$ cat config.mk
export PLATFORM = sky130hd
export DESIGN_NAME = axil_timer
export DESIGN_NICKNAME = d
export VERILOG_FILES = /design/src/rtl/axil_timer.sv
export SDC_FILE = /design/constraint.sdc
export NUM_CORES = 1
export LEC_CHECK = 0
export CAP_MARGIN = 0
export CORE_ASPECT_RATIO = 2
export CORE_MARGIN = 2
export CORE_UTILIZATION = 61
export CTS_CLUSTER_DIAMETER = 40
export DETAILED_ROUTE_END_ITERATION = 6
export HOLD_SLACK_MARGIN = 0.02
export PLACE_DENSITY = 0.94
export SETUP_SLACK_MARGIN = 0.5
export SYNTH_ARGS = -nofsm -noshare
export SYNTH_HDL_FRONTEND = slang
export SYNTH_SLANG_ARGS = --single-unit
$ cat constraint.sdc
create_clock -name clk -period 4.5 [get_ports clk]
set_clock_uncertainty 0.15 [all_clocks]
set_input_delay 1.125 -clock clk [delete_from_list [all_inputs] [get_ports clk]]
set_output_delay 1.125 -clock clk [all_outputs]
set_load 0.05 [all_outputs]
$ cat src/rtl/axil_timer.sv
// AXI4-Lite 64-bit free-running timer with compare-match level interrupt.
// Define AXIL_TIMER_PRESCALER_EN to add a 16-bit tick prescaler register at 0x18.
module axil_timer #(
  parameter int unsigned ADDR_WIDTH = 8,
  parameter logic [63:0] CNT_RESET  = 64'h0
) (
  input  logic        clk,
  input  logic        nrst,
  input  logic [31:0] awaddr,
  input  logic [2:0]  awprot,
  input  logic        awvalid,
  output logic        awready,
  input  logic [31:0] wdata,
  input  logic [3:0]  wstrb,
  input  logic        wvalid,
  output logic        wready,
  output logic [1:0]  bresp,
  output logic        bvalid,
  input  logic        bready,
  input  logic [31:0] araddr,
  input  logic [2:0]  arprot,
  input  logic        arvalid,
  output logic        arready,
  output logic [31:0] rdata,
  output logic [1:0]  rresp,
  output logic        rvalid,
  input  logic        rready,
  output logic        irq_o
);
  localparam int unsigned OW = ADDR_WIDTH - 2;

  typedef enum logic [1:0] {W_IDLE, W_HAVE_AW, W_HAVE_W, W_RESP} wstate_e;
  typedef enum logic {R_IDLE, R_DATA} rstate_e;
  typedef enum logic [2:0] {
    SEL_CTRL, SEL_STATUS, SEL_CNT_LO, SEL_CNT_HI,
    SEL_CMP_LO, SEL_CMP_HI, SEL_PRESC, SEL_NONE
  } sel_e;

  function automatic sel_e decode(input logic [OW-1:0] off);
    case (32'(off))
      32'd0:   decode = SEL_CTRL;
      32'd1:   decode = SEL_STATUS;
      32'd2:   decode = SEL_CNT_LO;
      32'd3:   decode = SEL_CNT_HI;
      32'd4:   decode = SEL_CMP_LO;
      32'd5:   decode = SEL_CMP_HI;
`ifdef AXIL_TIMER_PRESCALER_EN
      32'd6:   decode = SEL_PRESC;
`endif
      default: decode = SEL_NONE;
    endcase
  endfunction

  function automatic logic [31:0] merge(input logic [31:0] old, input logic [31:0] d,
                                        input logic [3:0] s);
    merge = old;
    for (int unsigned i = 0; i < 4; i++)
      if (s[i]) merge[8*i +: 8] = d[8*i +: 8];
  endfunction

  logic unused_bits;
  assign unused_bits = ^{awprot, arprot, awaddr[31:ADDR_WIDTH], awaddr[1:0],
                         araddr[31:ADDR_WIDTH], araddr[1:0]};

  wstate_e w_state, w_next;
  rstate_e r_state, r_next;
  logic [OW-1:0] aw_off_q, wr_off;
  logic [31:0]   wdata_q, wr_data, rd_val, hi_shadow;
  logic [3:0]    wstrb_q, wr_strb;
  logic          aw_hs, w_hs, ar_hs, commit, rd_err, tick, hw_match;
  sel_e          wr_sel, rd_sel;
  logic [2:0]    ctrl;
  logic          status_match;
  logic [63:0]   cnt, cmp;

  assign aw_hs = awvalid & awready;
  assign w_hs  = wvalid & wready;
  assign ar_hs = arvalid & arready;

  always_ff @(posedge clk or negedge nrst)
    if (!nrst) w_state <= W_IDLE;
    else       w_state <= w_next;

  always_comb begin
    w_next = w_state;
    case (w_state)
      W_IDLE:    if (aw_hs && w_hs) w_next = W_RESP;
                 else if (aw_hs)    w_next = W_HAVE_AW;
                 else if (w_hs)     w_next = W_HAVE_W;
      W_HAVE_AW: if (w_hs)   w_next = W_RESP;
      W_HAVE_W:  if (aw_hs)  w_next = W_RESP;
      W_RESP:    if (bready) w_next = W_IDLE;
      default:   w_next = W_IDLE;
    endcase
  end

  always_comb begin
    awready = (w_state == W_IDLE) || (w_state == W_HAVE_W);
    wready  = (w_state == W_IDLE) || (w_state == W_HAVE_AW);
    bvalid  = (w_state == W_RESP);
  end

  // The completing half comes straight from the bus so the write commits on its own handshake edge.
  assign commit  = (w_state != W_RESP) && (w_next == W_RESP);
  assign wr_off  = (w_state == W_HAVE_AW) ? aw_off_q : awaddr[ADDR_WIDTH-1:2];
  assign wr_data = (w_state == W_HAVE_W) ? wdata_q : wdata;
  assign wr_strb = (w_state == W_HAVE_W) ? wstrb_q : wstrb;
  assign wr_sel  = decode(wr_off);

  always_ff @(posedge clk or negedge nrst)
    if (!nrst) begin
      aw_off_q <= '0;
      wdata_q  <= '0;
      wstrb_q  <= '0;
      bresp    <= 2'b00;
    end else begin
      if (aw_hs)  aw_off_q <= awaddr[ADDR_WIDTH-1:2];
      if (w_hs)   begin wdata_q <= wdata; wstrb_q <= wstrb; end
      if (commit) bresp <= (wr_sel == SEL_NONE) ? 2'b10 : 2'b00;
    end

  always_ff @(posedge clk or negedge nrst)
    if (!nrst) r_state <= R_IDLE;
    else       r_state <= r_next;

  always_comb begin
    r_next = r_state;
    case (r_state)
      R_IDLE:  if (ar_hs)  r_next = R_DATA;
      R_DATA:  if (rready) r_next = R_IDLE;
      default: r_next = R_IDLE;
    endcase
  end

  always_comb begin
    arready = (r_state == R_IDLE);
    rvalid  = (r_state == R_DATA);
  end

`ifdef AXIL_TIMER_PRESCALER_EN
  logic [15:0] presc, div;
  assign tick = (div == presc);
  always_ff @(posedge clk or negedge nrst)
    if (!nrst) begin
      presc <= '0;
      div   <= '0;
    end else if (commit && wr_sel == SEL_PRESC) begin
      if (wr_strb[0]) presc[7:0]  <= wr_data[7:0];
      if (wr_strb[1]) presc[15:8] <= wr_data[15:8];
      div <= '0;
    end else begin
      div <= tick ? '0 : div + 16'd1;
    end
`else
  assign tick = 1'b1;
`endif

  assign rd_sel = decode(araddr[ADDR_WIDTH-1:2]);

  always_comb begin
    rd_val = '0;
    rd_err = 1'b0;
    case (rd_sel)
      SEL_CTRL:   rd_val = {29'h0, ctrl};
      SEL_STATUS: rd_val = {31'h0, status_match};
      SEL_CNT_LO: rd_val = cnt[31:0];
      SEL_CNT_HI: rd_val = hi_shadow;
      SEL_CMP_LO: rd_val = cmp[31:0];
      SEL_CMP_HI: rd_val = cmp[63:32];
`ifdef AXIL_TIMER_PRESCALER_EN
      SEL_PRESC:  rd_val = {16'h0, presc};
`endif
      default:    rd_err = 1'b1;
    endcase
  end

  always_ff @(posedge clk or negedge nrst)
    if (!nrst) begin
      rdata     <= '0;
      rresp     <= 2'b00;
      hi_shadow <= '0;
    end else if (ar_hs) begin
      rdata <= rd_val;
      rresp <= rd_err ? 2'b10 : 2'b00;
      if (rd_sel == SEL_CNT_LO) hi_shadow <= cnt[63:32];
    end

  assign hw_match = ctrl[0] && (cnt == cmp);

  always_ff @(posedge clk or negedge nrst)
    if (!nrst) begin
      ctrl         <= '0;
      status_match <= 1'b0;
      cnt          <= CNT_RESET;
      cmp          <= '1;
      irq_o        <= 1'b0;
    end else begin
      irq_o <= status_match & ctrl[1];
      // Hardware set wins over a same-cycle W1C.
      status_match <= hw_match | (status_match &
                      ~(commit && wr_sel == SEL_STATUS && wr_strb[0] && wr_data[0]));
      if (commit && wr_sel == SEL_CTRL && wr_strb[0]) ctrl <= wr_data[2:0];
      if (commit && wr_sel == SEL_CMP_LO) cmp[31:0]  <= merge(cmp[31:0], wr_data, wr_strb);
      if (commit && wr_sel == SEL_CMP_HI) cmp[63:32] <= merge(cmp[63:32], wr_data, wr_strb);
      if (commit && wr_sel == SEL_CNT_LO)
        cnt[31:0] <= merge(cnt[31:0], wr_data, wr_strb);
      else if (commit && wr_sel == SEL_CNT_HI)
        cnt[63:32] <= merge(cnt[63:32], wr_data, wr_strb);
      else if (ctrl[0] && tick)
        cnt <= (hw_match && ctrl[2]) ? '0 : cnt + 64'd1;
    end

endmodule

==> reports/results.ini, run 1 <==
[sta]
tns_ns = 0
tightest_slew_ns = 0.950
period_needed_ns = 3.86
hold_violations = 0
setup_viol = 0
fmax_mhz = 259
slew_viol_final = 0
grt_setup_unrepaired = false
final.setup.worst_slack_ns = 0.635
slew_headroom_pct = 36.6
finalCritPeriodShare_pct = 85.9

[grt]
grt_pass1_vias = 12200
antenna_found_initial = 0
grt_max_degree = 113
grt_pass1_wl_mm = 66.7
grt_overflow = 0
grtUsageTotal_pct = 37.8

[route]
drt_wl_total_mm = 43.0
antenna_left = 0
via_per_inst = 7.07
vias = 12500
drt-wirelength-per-cell_um = 24.3
remaining_drc_errors = 0
first_iter_violations = 1415
firstDrtPassIters = 6

[placement]
place_congestion = 1.00
hpwl_mm = 30.8
post-place-ws_ns = 0.329
port_buffers = 94

[synthesis]
synthMuxAreaShare_pct = 9.12
synth_top_area_share_pct = 33.6
syn_inst = 1417
synth-xor-area-share_pct = 3.01
yosysWarnings = 0
synth_area_leaders = dfrtp_1 (34%), dfstp_2 (13%), mux2_2 (5.8%), a21oi_1 (4.2%), nand2_1 (4.1%)
async_flop_share_pct = 100
synth_top_area_cell = dfrtp_1
synth_most_common_cell = dfrtp_1
ys_types = 66
synth_ff_type = dfrtp_1
synth_top_family_by_area = simple AND/OR/NAND/NOR gates
synth_seq_cells = 244
synthSimpleGateAreaFrac_pct = 21.2
synth_area_per_cell_sq_um = 9.46
synth_compound_area_share_pct = 16.1
synth_edf_count = 0
ys_top_cells_by_count = dfrtp_1 (180), nand2_1 (145), a21oi_1 (112)
yosysSeqAreaShare_pct = 46.2
synthAdderAreaFrac_pct = 0.280
syn-cell-area_sq_um = 13400

[layout]
final_layout_size_suffix_gt1_share_pct = 17.3
diodes = 0
fin_nets = 1595
syn2layout_area_growth_pct = 16.3

[clock_network]
numCtsBuffers = 23
cts_tree = built
cts-root-buf = clkbuf_16
clk_pin_slew_ns = 0.07
clkLatencyLatePin_ns = 0.53
postCtsSetupRepairBufs = 0
cts_buffer_depth = 3
postCtsResizedCells = 0
h-tree-depth = 1
cts_hold_buf = 0
cts_sinks = 244

[critical_path]
reg2reg_depth = 8
cpMostUsedCell = a221oi_1
r2r-start = cmp[41]$_DFFE_PN1P_
critPathCapture = cnt[15]$_DFFE_PN0P_
cp_slowest_cell = a221oi_1
worstSetupPathType = reg2reg
critPathMaxFanout = 48
slowest_delay_ns = 0.82
worstSetupEndpointType = register
crit_arrival_ns = 4.09
critPathLaunchType = register
crit_chain = inv_1 > a221oi_1 > nand4_1 > nor4_1 > nand3_1 > buf_4 > a221oi_1 > o21ai_0
r2r_slack_ns = 0.64
r2r-end = cnt[15]$_DFFE_PN0P_
crit_start = cmp[41]$_DFFE_PN1P_
cp.required_ns = 4.73

[pwr]
peakVddDrop_v = 0.000622
intPower_uw = 5700
p_seq_share_pct = 44.0
clkPwrFrac_pct = 22.2
combPwrFrac_pct = 33.8
sw_frac_of_total_pct = 40.8
power.leakage_uw = 0.00645
p_per_area_nw_per_um2 = 617
total_power_uw = 9630
power_switching_uw = 3930

[worst_hold_path]
hold_class = reg2reg

[die]
fp.dieW_um = 109
dieHeight_um = 214
io_pins = 155
die_area_sq_um = 23200
start_util_pct = 62.1
rows = 76
core_sq_um = 21600

[job]
drv_cap = 0

[run_status]
status = finished, final reports clean

## registers in the layout, summed over array words and instances, names as in the netlist, 2 cells and up
| register | flops |
|---|---|
| cmp | 64 |
| hi_shadow | 32 |
| aw_off_q | 6 |
| ctrl | 3 |
| w_state | 2 |
| cnt | 64 |
| wdata_q | 32 |
| rdata | 32 |
| wstrb_q | 4 |
## area by class of cell
cell class	instances	area, sq um
fill	1556	5990
tap	273	342
multi-input combinational	1037	6750
sequential	244	6190
inverter	25	93.8
clock inverter	13	195
timing repair buffer	148	1390
clock buffer	28	634
## routing by layer
layer  up-vias  GRT usage (%)  wire [um]
met5         -              0          0
met4         0           28.8       3870
met3       232           3.86       3820
met2       883           62.8      20900
met1      5998           44.5      14300
li1       5392              -          -
## worst max-delay path, delay by kind of cell (launching register included)
family / cells / cell delay, ns
AND/OR/NAND/NOR: 3 / 1.19
AO/OA/AOI/OAI: 3 / 1.33
buffers and inverters: 2 / 0.43
flip-flops: 1 / 0.58
## per-stage QoR
stage	util (%)	hold WS, ns	instance area [sq um]	cells
after floorplan	-	0.299	13400	1418
after global placement	68.4	0.315	14800	1727
after detailed placement	68.4	0.332	14800	1727
after CTS	72.2	0.346	15600	1768
after global routing	72.2	0.362	15600	1768
final	72.2	0.343	15600	1768
## power by group through the flow
stage | sequential (uW) | combinational [uW] | clock (uW)
after CTS | 4170 | 3170 | 2140
after global routing | 4320 | 3470 | 2220
after global placement | 4140 | 3040 | 0
final | 4230 | 3250 | 2140
after floorplan | 3710 | 2320 | 0
after detailed placement | 4190 | 3150 | 0
## placed cells by master (no fill, tap or decap), types with 23 or more instances in the layout
cell               n
nor3_1            61
nand4_1           49
o21ai_0           42
inv_1             24
nand2_1          145
clkdlybuf4s50_1   93
xor2_1            42
nor2_1           105
nor4_1            28
dfstp_2           64
or4_1             24
mux2i_1           43
clkbuf_16         23
buf_4             51
dfrtp_1          180
a21oi_1          112
mux2_2            69
a222oi_1          32
a22o_1            35
nand3_1           46
## cell families after synthesis
logic type | Yosys count
and+or+nand+nor | 559
AOI/OAI and AO/OA | 314
DFF | 244
buffers and inverters | 137
muxes | 113
xor gates and xnor gates | 46
adders and majority gates | 3
other | 1
## how the worst min path moves through the flow
stage | slack (ns) | from | cells after the start | endpoint
3_5_place_dp | 0.33 | hi_shadow[5]$_DFFE_PN0P_ | 2 | hi_shadow[5]$_DFFE_PN0P_
5_1_grt | 0.36 | rdata[15]$_DFFE_PN0P_ | 1 | rdata[15]$_DFFE_PN0P_
2_1_floorplan | 0.30 | hi_shadow[5]$_DFFE_PN0P_ | 2 | hi_shadow[5]$_DFFE_PN0P_
4_1_cts | 0.35 | hi_shadow[5]$_DFFE_PN0P_ | 2 | hi_shadow[5]$_DFFE_PN0P_
6_report | 0.34 | hi_shadow[5]$_DFFE_PN0P_ | 2 | hi_shadow[5]$_DFFE_PN0P_
3_3_place_gp | 0.31 | hi_shadow[10]$_DFFE_PN0P_ | 2 | hi_shadow[10]$_DFFE_PN0P_
No activity file was read; power rests on OpenSTA's default activity.
==> run 2: changes to the inputs <==
--- a/config.mk
+++ b/config.mk
@@ -10,10 +10,12 @@
 export CORE_MARGIN = 2
 export CORE_UTILIZATION = 61
 export CTS_CLUSTER_DIAMETER = 40
+export CTS_CLUSTER_SIZE = 8
 export DETAILED_ROUTE_END_ITERATION = 6
 export HOLD_SLACK_MARGIN = 0.02
 export PLACE_DENSITY = 0.94
 export SETUP_SLACK_MARGIN = 0.5
+export SKIP_LAST_GASP = 1
 export SYNTH_ARGS = -nofsm -noshare
 export SYNTH_HDL_FRONTEND = slang
 export SYNTH_SLANG_ARGS = --single-unit
==> reports/results.ini, run 2 (synthesis results as in run 1) <==
[grt]
grt_max_degree = 113
grt_pass1_vias = 12500
grt_pass1_wl_mm = 67.7
antenna_found_initial = 0
grtUsageTotal_pct = 38.5
grt_overflow = 0

[layout]
diodes = 0
final_cells = 1791
mostFrequentLayoutCells = dfrtp_1 (180), nand2_1 (145), a21oi_1 (112), nor2_1 (105), clkdlybuf4s50_1 (93)
top_regs = cmp: 64 flops, cnt: 64 flops
syn2layout_area_growth_pct = 18.0
final_common_cell = dfrtp_1
final_layout_size_suffix_gt1_share_pct = 16.9
fin_nets = 1608

[die]
core_sq_um = 21600
io_pins = 155
fp.dieW_um = 109
rows = 76
die_area_sq_um = 23200
start_util_pct = 62.1
dieHeight_um = 214

[placement]
port_buffers = 94
hpwl_mm = 30.8
place_congestion = 1.00
dpl.cell_count = 1727

[route]
via_per_inst = 7.05
firstDrtPassIters = 7
first_iter_violations = 1430
antenna_left = 0
drt-wirelength-per-cell_um = 24.4
vias = 12600
drt_wl_total_mm = 43.8
remaining_drc_errors = 16

[pwr]
power.leakage_uw = 0.00656
p_seq_share_pct = 42.1
peakVddDrop_v = 0.000576
combPwrFrac_pct = 32.7
intPower_uw = 6040
power_switching_uw = 4030
clkPwrFrac_pct = 25.2
p_per_area_nw_per_um2 = 637
sw_frac_of_total_pct = 40.0

[critical_path]
worstSetupEndpointType = register
reg2reg_depth = 8
slowest_delay_ns = 0.83
r2r-start = cmp[43]$_DFFE_PN1P_
critPathMaxFanout = 12
cp.required_ns = 4.73
worstSetupPathType = reg2reg
r2r-end = cnt[47]$_DFFE_PN0P_
crit_arrival_ns = 4.08
cp_slowest_cell = a221oi_1
r2r_slack_ns = 0.64
critPathLaunchType = register
crit_chain = inv_1 > a221oi_1 > nand4_1 > nor4_1 > nand3_1 > nand2_1 > buf_4 > o211ai_1

[run_status]
violations = design-rule violations
status = finished, violations left

[clock_network]
cts_hold_buf = 0
postCtsSetupRepairBufs = 0
clk_pin_slew_ns = 0.05
cts_buffer_depth = 3
postCtsResizedCells = 0
cts_sinks = 244
h-tree-depth = 2
cts_tree = built
clkLatencyLatePin_ns = 0.51
cts-root-buf = clkbuf_16
numCtsBuffers = 36

[sta]
hold_violations = 0
period_needed_ns = 3.86
fmax_mhz = 259
slew_viol_final = 0
finalCritPeriodShare_pct = 85.7
tns_ns = 0
tightest_slew_ns = 0.989
grt_setup_unrepaired = false
setup_viol = 0
slew_headroom_pct = 34.1

[worst_hold_path]
hold_class = reg2reg
min-delay-start = hi_shadow[5]$_DFFE_PN0P_
hold_end = hi_shadow[5]$_DFFE_PN0P_
whs_path_depth = 2

[job]
drv_cap = 0

==> run 2: cell count changes in the layout (fill, tap and decap cells not counted), sizes merged <==
cell,previous run,this run
clkinv,4,1
inv,25,24
clkinvlp,5,0
bufinv,4,1
clkbuf,28,63
==> run 2: layout make-up <==
type / instances / area, sq um
Timing Repair Buffer: 148 / 1390
Sequential cell: 244 / 6190
Clock buffer: 63 / 1020
Multi-Input combinational cell: 1037 / 6750
Clock inverter: 1 / 30.0
Tap cell: 273 / 342
Fill cell: 1508 / 5770
Inverter: 25 / 93.8
==> run 2: critical path, delay by kind of cell, from the launching register on <==
| family | cells | cell delay (ns) |
|---|---|---|
| and+or+nand+nor | 4 | 1.65 |
| AOI/OAI and AO/OA | 2 | 0.95 |
| DFF | 1 | 0.56 |
| buffers and inverters | 2 | 0.39 |
==> run 2: worst max path at each step <==
stage | startpoint | depth (start not counted) | end
3_5_place_dp | awvalid | 9 | cnt[35]$_DFFE_PN0P_
3_3_place_gp | awvalid | 7 | cnt[37]$_DFFE_PN0P_
6_report | cmp[43]$_DFFE_PN1P_ | 8 | cnt[47]$_DFFE_PN0P_
2_1_floorplan | araddr[7] | 7 | hi_shadow[11]$_DFFE_PN0P_
4_1_cts | awvalid | 9 | cnt[50]$_DFFE_PN0P_
5_1_grt | awvalid | 9 | cnt[50]$_DFFE_PN0P_
==> run 2: per-stage QoR <==
step	hold slack [ns]	setup WS (ns)	power [uW]	util, %	area, sq um
after floorplan	0.299	1.13	6030	-	13400
after global placement	0.315	0.395	7180	68.4	14800
after detailed placement	0.332	0.329	7340	68.4	14800
after CTS	0.342	0.785	9900	73.3	15800
after global routing	0.358	0.567	10500	73.3	15800
final	0.341	0.644	10100	73.3	15800
==> run 2: power by group through the flow <==
stage | Combinational [uW] | Sequential, uW | Clock, uW
final | 3290 | 4240 | 2540
after global routing | 3500 | 4320 | 2650
after CTS | 3180 | 4170 | 2550
after detailed placement | 3150 | 4190 | 0
after global placement | 3040 | 4140 | 0
after floorplan | 2320 | 3710 | 0
==> run 2: routing by layer <==
layer  track usage, %  routed length [um]  vias up
met1             43.9               14300     6049
met5                0                   0        -
li1                 -                   -     5417
met4             32.0                4430        0
met2             62.7               21000      883
met3             5.87                4040      284
==> run 3: changes to the inputs <==
--- a/config.mk
+++ b/config.mk
@@ -12,9 +12,8 @@
 export CTS_CLUSTER_DIAMETER = 40
 export CTS_CLUSTER_SIZE = 8
 export DETAILED_ROUTE_END_ITERATION = 6
-export HOLD_SLACK_MARGIN = 0.02
 export PLACE_DENSITY = 0.94
-export SETUP_SLACK_MARGIN = 0.5
+export SETUP_SLACK_MARGIN = 0.05
 export SKIP_LAST_GASP = 1
 export SYNTH_ARGS = -nofsm -noshare
 export SYNTH_HDL_FRONTEND = slang
==> results of run 3 <==
The final DEF is identical to that of run 2; final timing and power are the same.
